## config.mk

```make
export PLATFORM = sky130hd
export DESIGN_NAME = pipe_ctrl
export DESIGN_NICKNAME = d
export VERILOG_FILES = /design/src/rtl/pipe_ctrl_pkg.sv /design/src/rtl/pipe_ctrl_perf.sv /design/src/rtl/pipe_ctrl.sv
export SDC_FILE = /design/constraint.sdc
export NUM_CORES = 1
export LEC_CHECK = 0
export CAP_MARGIN = 25
export CORE_MARGIN = 5
export CORE_UTILIZATION = 44
export DETAILED_ROUTE_END_ITERATION = 10
export PLACE_DENSITY = 0.79
export SYNTH_ARGS = -nofsm -noshare
export SYNTH_HDL_FRONTEND = slang
export SYNTH_HIERARCHICAL = 1
export SYNTH_SLANG_ARGS = --single-unit
```

## constraint.sdc

```tcl
create_clock -name clk -period 2.15 [get_ports clk]
set_input_delay 0.43 -clock clk [delete_from_list [all_inputs] [get_ports clk]]
set_output_delay 0.43 -clock clk [all_outputs]
set_load 0.1 [all_outputs]
```

## src/rtl/pipe_ctrl_pkg.sv

```systemverilog
`default_nettype none
// ============================================================================
// Module   : pipe_ctrl_pkg
// Purpose  : Shared definitions for the pipeline stall/flush controller:
//            stall vector bit indices, stall encodings, FSM state codes and
//            the nop constants loaded into bubbled pipeline registers.
// Revision : 1.0 - initial release
// ============================================================================
package pipe_ctrl_pkg;

  // Bit positions inside the 6-bit hold vector
  localparam int STALL_PC    = 0;
  localparam int STALL_IF_ID = 1;
  localparam int STALL_ID_EX = 2;
  localparam int STALL_EX_MEM = 3;
  localparam int STALL_MEM_WB = 4;
  localparam int STALL_WB    = 5;

  localparam logic [5:0] STALL_NONE = 6'b000000;
  // Decode stall: hold pc, if/id and id/ex; the id/ex input is bubbled
  localparam logic [5:0] STALL_ID   = 6'b000111;
  // Execute stall: additionally hold ex/mem; ex/mem input is bubbled
  localparam logic [5:0] STALL_EX   = 6'b001111;

  typedef enum logic [0:0] {
    ST_RUN     = 1'b0,
    ST_MC_WAIT = 1'b1
  } pc_state_t;

  // Nop payload that a bubbled id/ex register loads instead of decode outputs
  localparam logic [3:0]  exe_nop_op    = 4'h0;
  localparam logic [1:0]  exe_res_nop   = 2'b00;
  localparam logic [31:0] zero_word     = 32'h0000_0000;
  localparam logic [4:0]  nop_reg_addr  = 5'd0;
  localparam logic        write_disable = 1'b0;

endpackage : pipe_ctrl_pkg
`default_nettype wire

```

## src/rtl/pipe_ctrl_perf.sv

```systemverilog
`default_nettype none
// ============================================================================
// Module   : pipe_ctrl_perf
// Purpose  : 32-bit stall-cycle counter, wraps modulo 2^32, with a
//            synchronous clear that overrides the increment.
// Ports    : clk, rst        - clock, synchronous active-high reset
//            inc             - count this cycle
//            clr             - load zero this cycle (wins over inc)
//            count[31:0]     - current count
// Revision : 1.0 - initial release
// ============================================================================
module pipe_ctrl_perf (
  input  logic        clk,
  input  logic        rst,
  input  logic        inc,
  input  logic        clr,
  output logic [31:0] count
);

  always_ff @(posedge clk) begin
    if (rst || clr) begin
      count <= 32'd0;
    end else if (inc) begin
      count <= count + 32'd1;
    end
  end

endmodule : pipe_ctrl_perf
`default_nettype wire

```

## src/rtl/pipe_ctrl.sv

```systemverilog
`default_nettype none
// ============================================================================
// Module   : pipe_ctrl
// Purpose  : Pipeline stall/flush controller for the five-stage pipeline.
//            Arbitrates flush (highest), execute multi-cycle stall and
//            decode load-use stall; sequences multi-cycle execute ops and
//            counts stalled cycles.
// Ports    : clk, rst               - clock, synchronous active-high reset
//            id_stall_req           - load-use hazard from decode
//            ex_mc_start/ex_mc_len  - start of a multi-cycle op and its length
//            flush_req              - redirect, kill younger stages
//            perf_clr               - clear stall_cycles
//            stall[5:0]             - hold vector (pc .. wb)
//            bubble_id_ex/ex_mem    - load nop into that register
//            flush                  - clear if/id, id/ex, ex/mem
//            mc_done                - last stall cycle of a multi-cycle op
//            mc_busy                - registered: FSM in MC_WAIT
//            stall_cycles[31:0]     - count of cycles with stall[0]=1
// Revision : 1.0 - initial release
// ============================================================================
module pipe_ctrl
  import pipe_ctrl_pkg::*;
#(
  parameter int MC_LEN_W = 6,
  parameter int MC_MAX   = 32
) (
  input  logic                clk,
  input  logic                rst,
  input  logic                id_stall_req,
  input  logic                ex_mc_start,
  input  logic [MC_LEN_W-1:0] ex_mc_len,
  input  logic                flush_req,
  input  logic                perf_clr,
  output logic [5:0]          stall,
  output logic                bubble_id_ex,
  output logic                bubble_ex_mem,
  output logic                flush,
  output logic                mc_done,
  output logic                mc_busy,
  output logic [31:0]         stall_cycles
);

  localparam logic [MC_LEN_W-1:0] C_MC_MAX = MC_LEN_W'(MC_MAX);

  pc_state_t             state, state_nxt;
  logic [MC_LEN_W-1:0]   cnt, cnt_nxt;
  logic [MC_LEN_W-1:0]   len_eff;

  // Oversized requests are clamped to the longest supported op
  assign len_eff = (ex_mc_len > C_MC_MAX) ? C_MC_MAX : ex_mc_len;

  always_ff @(posedge clk) begin
    if (rst) begin
      state   <= ST_RUN;
      cnt     <= '0;
      mc_busy <= 1'b0;
    end else begin
      state   <= state_nxt;
      cnt     <= cnt_nxt;
      mc_busy <= (state_nxt == ST_MC_WAIT);
    end
  end

  // cnt holds the number of MC_WAIT cycles left after the current one, so an
  // op of length L spends one cycle in RUN and L-1 cycles in MC_WAIT.
  always_comb begin
    state_nxt     = state;
    cnt_nxt       = cnt;
    stall         = STALL_NONE;
    bubble_id_ex  = 1'b0;
    bubble_ex_mem = 1'b0;
    flush         = 1'b0;
    mc_done       = 1'b0;

    if (flush_req) begin
      flush     = 1'b1;
      state_nxt = ST_RUN;
      cnt_nxt   = '0;
    end else if (state == ST_MC_WAIT) begin
      stall         = STALL_EX;
      bubble_ex_mem = 1'b1;
      if (cnt == '0) begin
        mc_done   = 1'b1;
        state_nxt = ST_RUN;
      end else begin
        cnt_nxt = cnt - MC_LEN_W'(1);
      end
    end else if (ex_mc_start && (len_eff != '0)) begin
      stall         = STALL_EX;
      bubble_ex_mem = 1'b1;
      if (len_eff == MC_LEN_W'(1)) begin
        mc_done = 1'b1;
      end else begin
        cnt_nxt   = len_eff - MC_LEN_W'(2);
        state_nxt = ST_MC_WAIT;
      end
    end else if (id_stall_req) begin
      stall        = STALL_ID;
      bubble_id_ex = 1'b1;
    end
  end

  pipe_ctrl_perf u_perf (
    .clk   (clk),
    .rst   (rst),
    .inc   (stall[STALL_PC]),
    .clr   (perf_clr),
    .count (stall_cycles)
  );

endmodule : pipe_ctrl
`default_nettype wire

```

# After elaboration in Yosys (flattened, before gate mapping)
# Cells that the tools add are included.
[word_totals] reg_bits=39 inputBits=12
[classes] n_eq_ne=3 reduce_logical=7 add_sub_neg=3 mux=26 magnitude_cmp=1
[ops] operator="adder 32 x 1 -> 32 bit, second input constant" n=1
[ops] operator="two-way mux 6 bit" n=5
[ops] operator="two-way mux 1 bit" n=17
[ops] operator="two-way mux 4 bit" n=3
[ops] operator="== test 6 x 1 -> 1 bit, second input constant" n=1
[ops] operator="greater-than comparator 6 bit, second input constant" n=1
[ops] operator="zero test 6 bit" n=1
[ops] operator="nonzero test 6 bit" n=1
[ops] operator="subtractor 6 x 1 -> 6 bit, second input constant" n=1
[ops] operator="subtractor 6 x 2 -> 6 bit, second input constant" n=1
[ops] operator="inequality test 2 bit, second input constant" n=2
[ops] operator="two-way mux 3 bit" n=1
[ops] operator="AND reduction 3 bit" n=1
[ops] operator="nonzero test 2 bit" n=1
[ops] operator="OR reduction 2 bit" n=1
[ops] operator="logical AND 1 bit" n=1
[ops] operator="logical OR 1 bit" n=1

# Longest topological paths before layout
[depth] depth_word=7 mapped_depth=10 ltp_nobuf=7

# Modules after synthesis
# The synthesis kept the hierarchy.
[by_module_without_submodules] module="pipe_ctrl_perf" area_each_um2=1566.5 n_inst=1 cells_each=178
[by_module_without_submodules] module="pipe_ctrl" area_each_um2=656.9 n_inst=1 cells_each=80

# Worst setup path after synthesis
# OpenSTA, ideal clock, no wires.
[synth_path] kind="flip-flop to flip-flop" from="reg state" to="reg u_perf.count[28]" path_stages_with_launch=10 slack_ns=-2.510 period_less_slack_ns=4.660 t_arrival_ns=4.589 path_cell_list="dfxtp_1 > buf_6 > clkbuf_1 > nor2_1 > a21oi_1 > buf_4 > nand3_2 > or3_1 > or4_1 > a21oi_1"
[synth_via] elab_chain_cells=2
[synth_lines] element="start, declared" line="pipe_ctrl.sv:45" rtl="pc_state_t state, state_nxt;"
[synth_lines] element="start signal, assigned" line="pipe_ctrl.sv:58" rtl="state <= state_nxt;"
[synth_lines] element="two-way mux 4 bit" line="pipe_ctrl.sv:79" rtl="end else if (state == ST_MC_WAIT) begin"
[synth_lines] element="two-way mux 4 bit" line="pipe_ctrl.sv:75" rtl="if (flush_req) begin"
[synth_lines] element="named net stall[0]" line="pipe_ctrl.sv:34" rtl="output logic [5:0] stall,"
[synth_lines] element="end signal, assigned" line="pipe_ctrl_perf.sv:24" rtl="count <= count + 32'd1;"
[synth_lines] element="end, declared" line="pipe_ctrl_perf.sv:17" rtl="output logic [31:0] count"
# The timed path passes the listed nets, and every way through them passes these cells.
# A chain may end at the register's enable or synchronous reset.

# Worst setup path after layout
[layout_path] from="in ex_mc_len[4]" to="out bubble_id_ex"
[layout_via] elab_chain_cells=7
[layout_lines] element="start, declared" line="pipe_ctrl.sv:31" rtl="input logic [MC_LEN_W-1:0] ex_mc_len,"
[layout_lines] element="greater-than comparator 6 bit" line="pipe_ctrl.sv:50" rtl="assign len_eff = (ex_mc_len > C_MC_MAX) ? C_MC_MAX : ex_mc_len;"
[layout_lines] element="two-way mux 6 bit (*)" line="pipe_ctrl.sv:50"
[layout_lines] element="nonzero test 6 bit (*)" line="pipe_ctrl.sv:88" rtl="end else if (ex_mc_start && (len_eff != '0)) begin"
[layout_lines] element="logical AND 1 bit (*)" line="pipe_ctrl.sv:88"
[layout_lines] element="two-way mux 1 bit (*)" line="pipe_ctrl.sv:88"
[layout_lines] element="two-way mux 1 bit (*)" line="pipe_ctrl.sv:79"
[layout_lines] element="two-way mux 1 bit (*)" line="pipe_ctrl.sv:75"
[layout_lines] element="end, declared" line="pipe_ctrl.sv:35" rtl="output logic bubble_id_ex,"
# Every way passes the cells marked *; elsewhere a longest branch is shown, timed or not.

==> impl_results.md <==
* Residual DRC at 0
* Finished Cell Area at between 3000 and 4000 um^2
* Endpoint kind of the worst setup timing path: output pin
* Worst-path clk slew at 0.08 ns
* Global-route wire length before repair at approximately 9.6 mm
* Post-synthesis cell count at roughly 260
* Ratio of cells with drive above 1 in the final layout at 0.367
* Area enclosed by the die boundary at 6570 um^2
* Chip Height at just over 80 um
* Arrival time at the worst endpoint at 1.81 ns
* Std cell rows at 25
* Starting DRC count in detailed routing at a little under 90
* Starting density of the core at 0.462
* Post-layout min period at approximately 2.2 ns
* PnR worst setup slack at -0.0926 ns
* Largest stage delay, worst path at around 0.54 ns
* Tcrit/Tclk final at 1.04
* DR vias/cell at approximately 5.4
* Largest vdd supply drop at ~0.00032 V
* Gpl congestion at about 0.84
* DR vias at ~2200
* Relative area change from synthesis to final layout at 46.9%
* Worst setup path class: in2out
* Number of pins exceeding their max-slew limit in the final report at 0
* Switching power at 476 uW
* All-layer global routing usage at 0.185
* Maximum number of pins on one net before global-route repair at 19
* Worst path slowest cell: or4_4
* Number of antenna violations at the first check in global routing at 0
* Outcome: complete, but fails checks
* Power per cell area at just under 500 nW/um^2
* Root buffer cell: clkbuf_8
* Final antenna-violating net count at 0
* DR WL/cell at between 10 and 15 um
* Post-synthesis average cell area at 8.62 um^2
* Combined area of all synthesized cells at 2220 um^2
* Sinks on Clock Net at 39
* Sw Ratio at 0.302
* Overall overflow remaining after global route at 0
* Num CTS Buffers at 5
* Final standard cell count with taps included and fillers excluded at 410
* Placed wire-length estimate at just over 4 mm
* Hold/Removal Path Class: reg2reg
* Clk network pwr share at 0.312
* Number of synthesized flops with an enable pin at 0
* Core Footprint at ~4800 um^2
* Max-cap viol count at 0
* Share of power burned in combinational logic at 0.217
* Worst-case clock buffer depth at 2
* Clock tree from TritonCTS: built
* Headroom to the max-slew limit at 0.622
* Quantity of I/O buffers inserted on ports at 52
* Total number of nets in the final design at about 360
* I/O pin total at 55
* Worst Path Max Fanout at 2
* Cts-stage hold buffer count at 0
* Instance area after placement at 3050 um^2
* Most used DFF post-synth: dfxtp_1
* Routed WL at ~5.7 mm
* Internal power component at 1.10 mW
* Synthesis-stage register bit count at 39
* Count of antenna diodes in the layout at 0
* Transition at the pin with the smallest max-transition slack at between 0.5 and 0.6 ns
* Max Fclk at ~450 MHz
* Unique cell type count in the Yosys netlist at 52
* Leakage power summed over all cells at approximately 1.3 nW
* Final hold vios at 0
* Critical path required time at roughly 1.7 ns
* Async set-reset flop share out of synthesis at 0
* Yosys synthesis warning count at 6
* Worst-path cell chain: buf_6 -> or4_4 -> o31ai_4 -> nor2b_4 -> and3b_4 -> buf_12
* Nature of the critical path startpoint: primary input
* Worst Clk Skew at 0.00652 ns
* Width of the chip at about 81 um
* Sequential area share after synthesis at 0.351
* # setup viols final at 7
* Vias in the first global route at approximately 2000
* Number of search-and-repair iterations in the first detailed-routing pass at 4
* Clock latency reported for the late side of the worst-skew pair at 0.29 ns
* CTS HTree Levels at 2
* Relative contribution of sequential cells to total power at 0.471
* RSZ-0062 raised after global routing: true
* Kind of cell with the highest combined delay on the critical path: simple AND/OR/NAND/NOR gates
* Cells after DPL at slightly below 400
* Buffering stage count on the worst path with inverters included at 2
* Failing checks: negative setup slack
* Worst Setup Slack post-DPL at -0.580 ns
* Final-layout setup total negative slack at -0.466 ns
logic make-up after synthesis:
logic type | synth area share
other | 0.00169
AOI/OAI and AO/OA | 0.162
DFF | 0.351
buffers and inverters | 0.0608
xor gates and xnor gates | 0.0512
and+or+nand+nor | 0.330
adders and majority gates | 0.0169
muxes | 0.0270
worst min-delay path, stage by stage (launching register included):
cell,delay (ns)
dfxtp_1,0.33
nand2_1,0.06
mux2i_1,0.05
cell type report:
type | count | area (um^2)
Clock inverter | 2 | 12.5
Timing Repair Buffer | 96 | 871
Clock buffer | 6 | 72.6
Sequential cell | 39 | 787
Inverter | 2 | 7.51
Fill cell | 404 | 1550
Tap cell | 67 | 83.8
Multi-Input combinational cell | 198 | 1430
registers in the layout (all words and copies together), names as in the netlist:
register      count
state             1
cnt               6
u_perf/count     32
through the flow:
stage	hold slack, ns	util	total power, mW
final	0.485	0.678	1.58
after detailed placement	0.473	0.632	1.07
after floorplan	0.449	-	0.962
after global placement	0.464	0.632	1.07
after global routing	0.521	0.678	1.64
after CTS	0.484	0.675	1.58
per-layer routing:
metal  up-vias  part of all wire  track usage
li1       1121                 -            -
met1      1014              0.46        0.244
met2        64              0.45        0.291
met3         7             0.069       0.0532
met4         0             0.016       0.0608
met5         -                 0            0
final timing paths:
| kind | from | endpoint | slack, ns | cells past startpoint |
|---|---|---|---|---|
| setup / recovery | ex_mc_len[4] | bubble_id_ex | -0.09 | 6 |
| hold / removal | u_perf/count[31]$_SDFFE_PP0P_ | u_perf/count[31]$_SDFFE_PP0P_ | 0.49 | 2 |
| setup reg to reg | state$_SDFF_PP0_ | u_perf/count[28]$_SDFFE_PP0P_ | 0.20 | 7 |
| hold reg to reg | u_perf/count[31]$_SDFFE_PP0P_ | u_perf/count[31]$_SDFFE_PP0P_ | 0.49 | 2 |
cell usage after synthesis, types with 2 or more instances:
library cell	count	area, um^2
dfxtp_1	39	781
nor2_1	24	90.1
a21oi_1	20	100
nand2_1	16	60.1
or3_1	14	87.6
nand4_1	11	68.8
o21ai_0	11	55.1
o31ai_1	11	82.6
buf_4	9	67.6
xor2_1	9	78.8
nand3_1	8	40.0
or4_1	8	60.1
mux2i_1	6	60.1
and4_1	5	43.8
nand3_2	5	50.1
nand2b_1	4	25.0
nor2b_1	4	25.0
xnor2_1	4	35.0
buf_1	3	11.3
clkbuf_1	3	11.3
ha_1	3	37.5
nor3_1	3	15.0
a31oi_1	2	12.5
and2_1	2	12.5
and3_1	2	12.5
buf_2	2	10.0
buf_6	2	22.5
inv_1	2	7.51
nor4_1	2	12.5
o311ai_0	2	17.5
layout by cell type, fill, tap and decap left out, types with 3 or more instances in the layout:
cell type	count
o31ai_1	10
o21ai_0	11
buf_4	72
clkdlybuf4s50_1	3
mux2i_1	6
nor2_1	20
nand2_1	16
nand3_2	3
and4_1	5
clkbuf_8	5
nand4_1	11
nor2_4	4
xor2_1	9
dlygate4sd2_1	4
or3_1	12
a21oi_1	18
dfxtp_1	36
nor2b_1	3
xnor2_1	4
buf_6	4
nand2b_1	4
or4_1	8
nor3_1	3
nand3_1	8
buf_12	10
power groups by stage:
stage | combinational [mW] | sequential, mW | clock (mW)
6_report | 0.342 | 0.742 | 0.492
5_1_grt | 0.362 | 0.744 | 0.536
4_1_cts | 0.339 | 0.742 | 0.501
3_5_place_dp | 0.316 | 0.758 | 0
3_3_place_gp | 0.313 | 0.758 | 0
2_1_floorplan | 0.192 | 0.770 | 0
repair_timing:
item,4_1_cts,5_1_grt
gates cloned,0,0
pin swaps,8,5
resized for setup,31,4
setup buffers,11,0
endpoints found under the setup margin,32,18
Note: power is estimated with default switching activity, not from simulation.
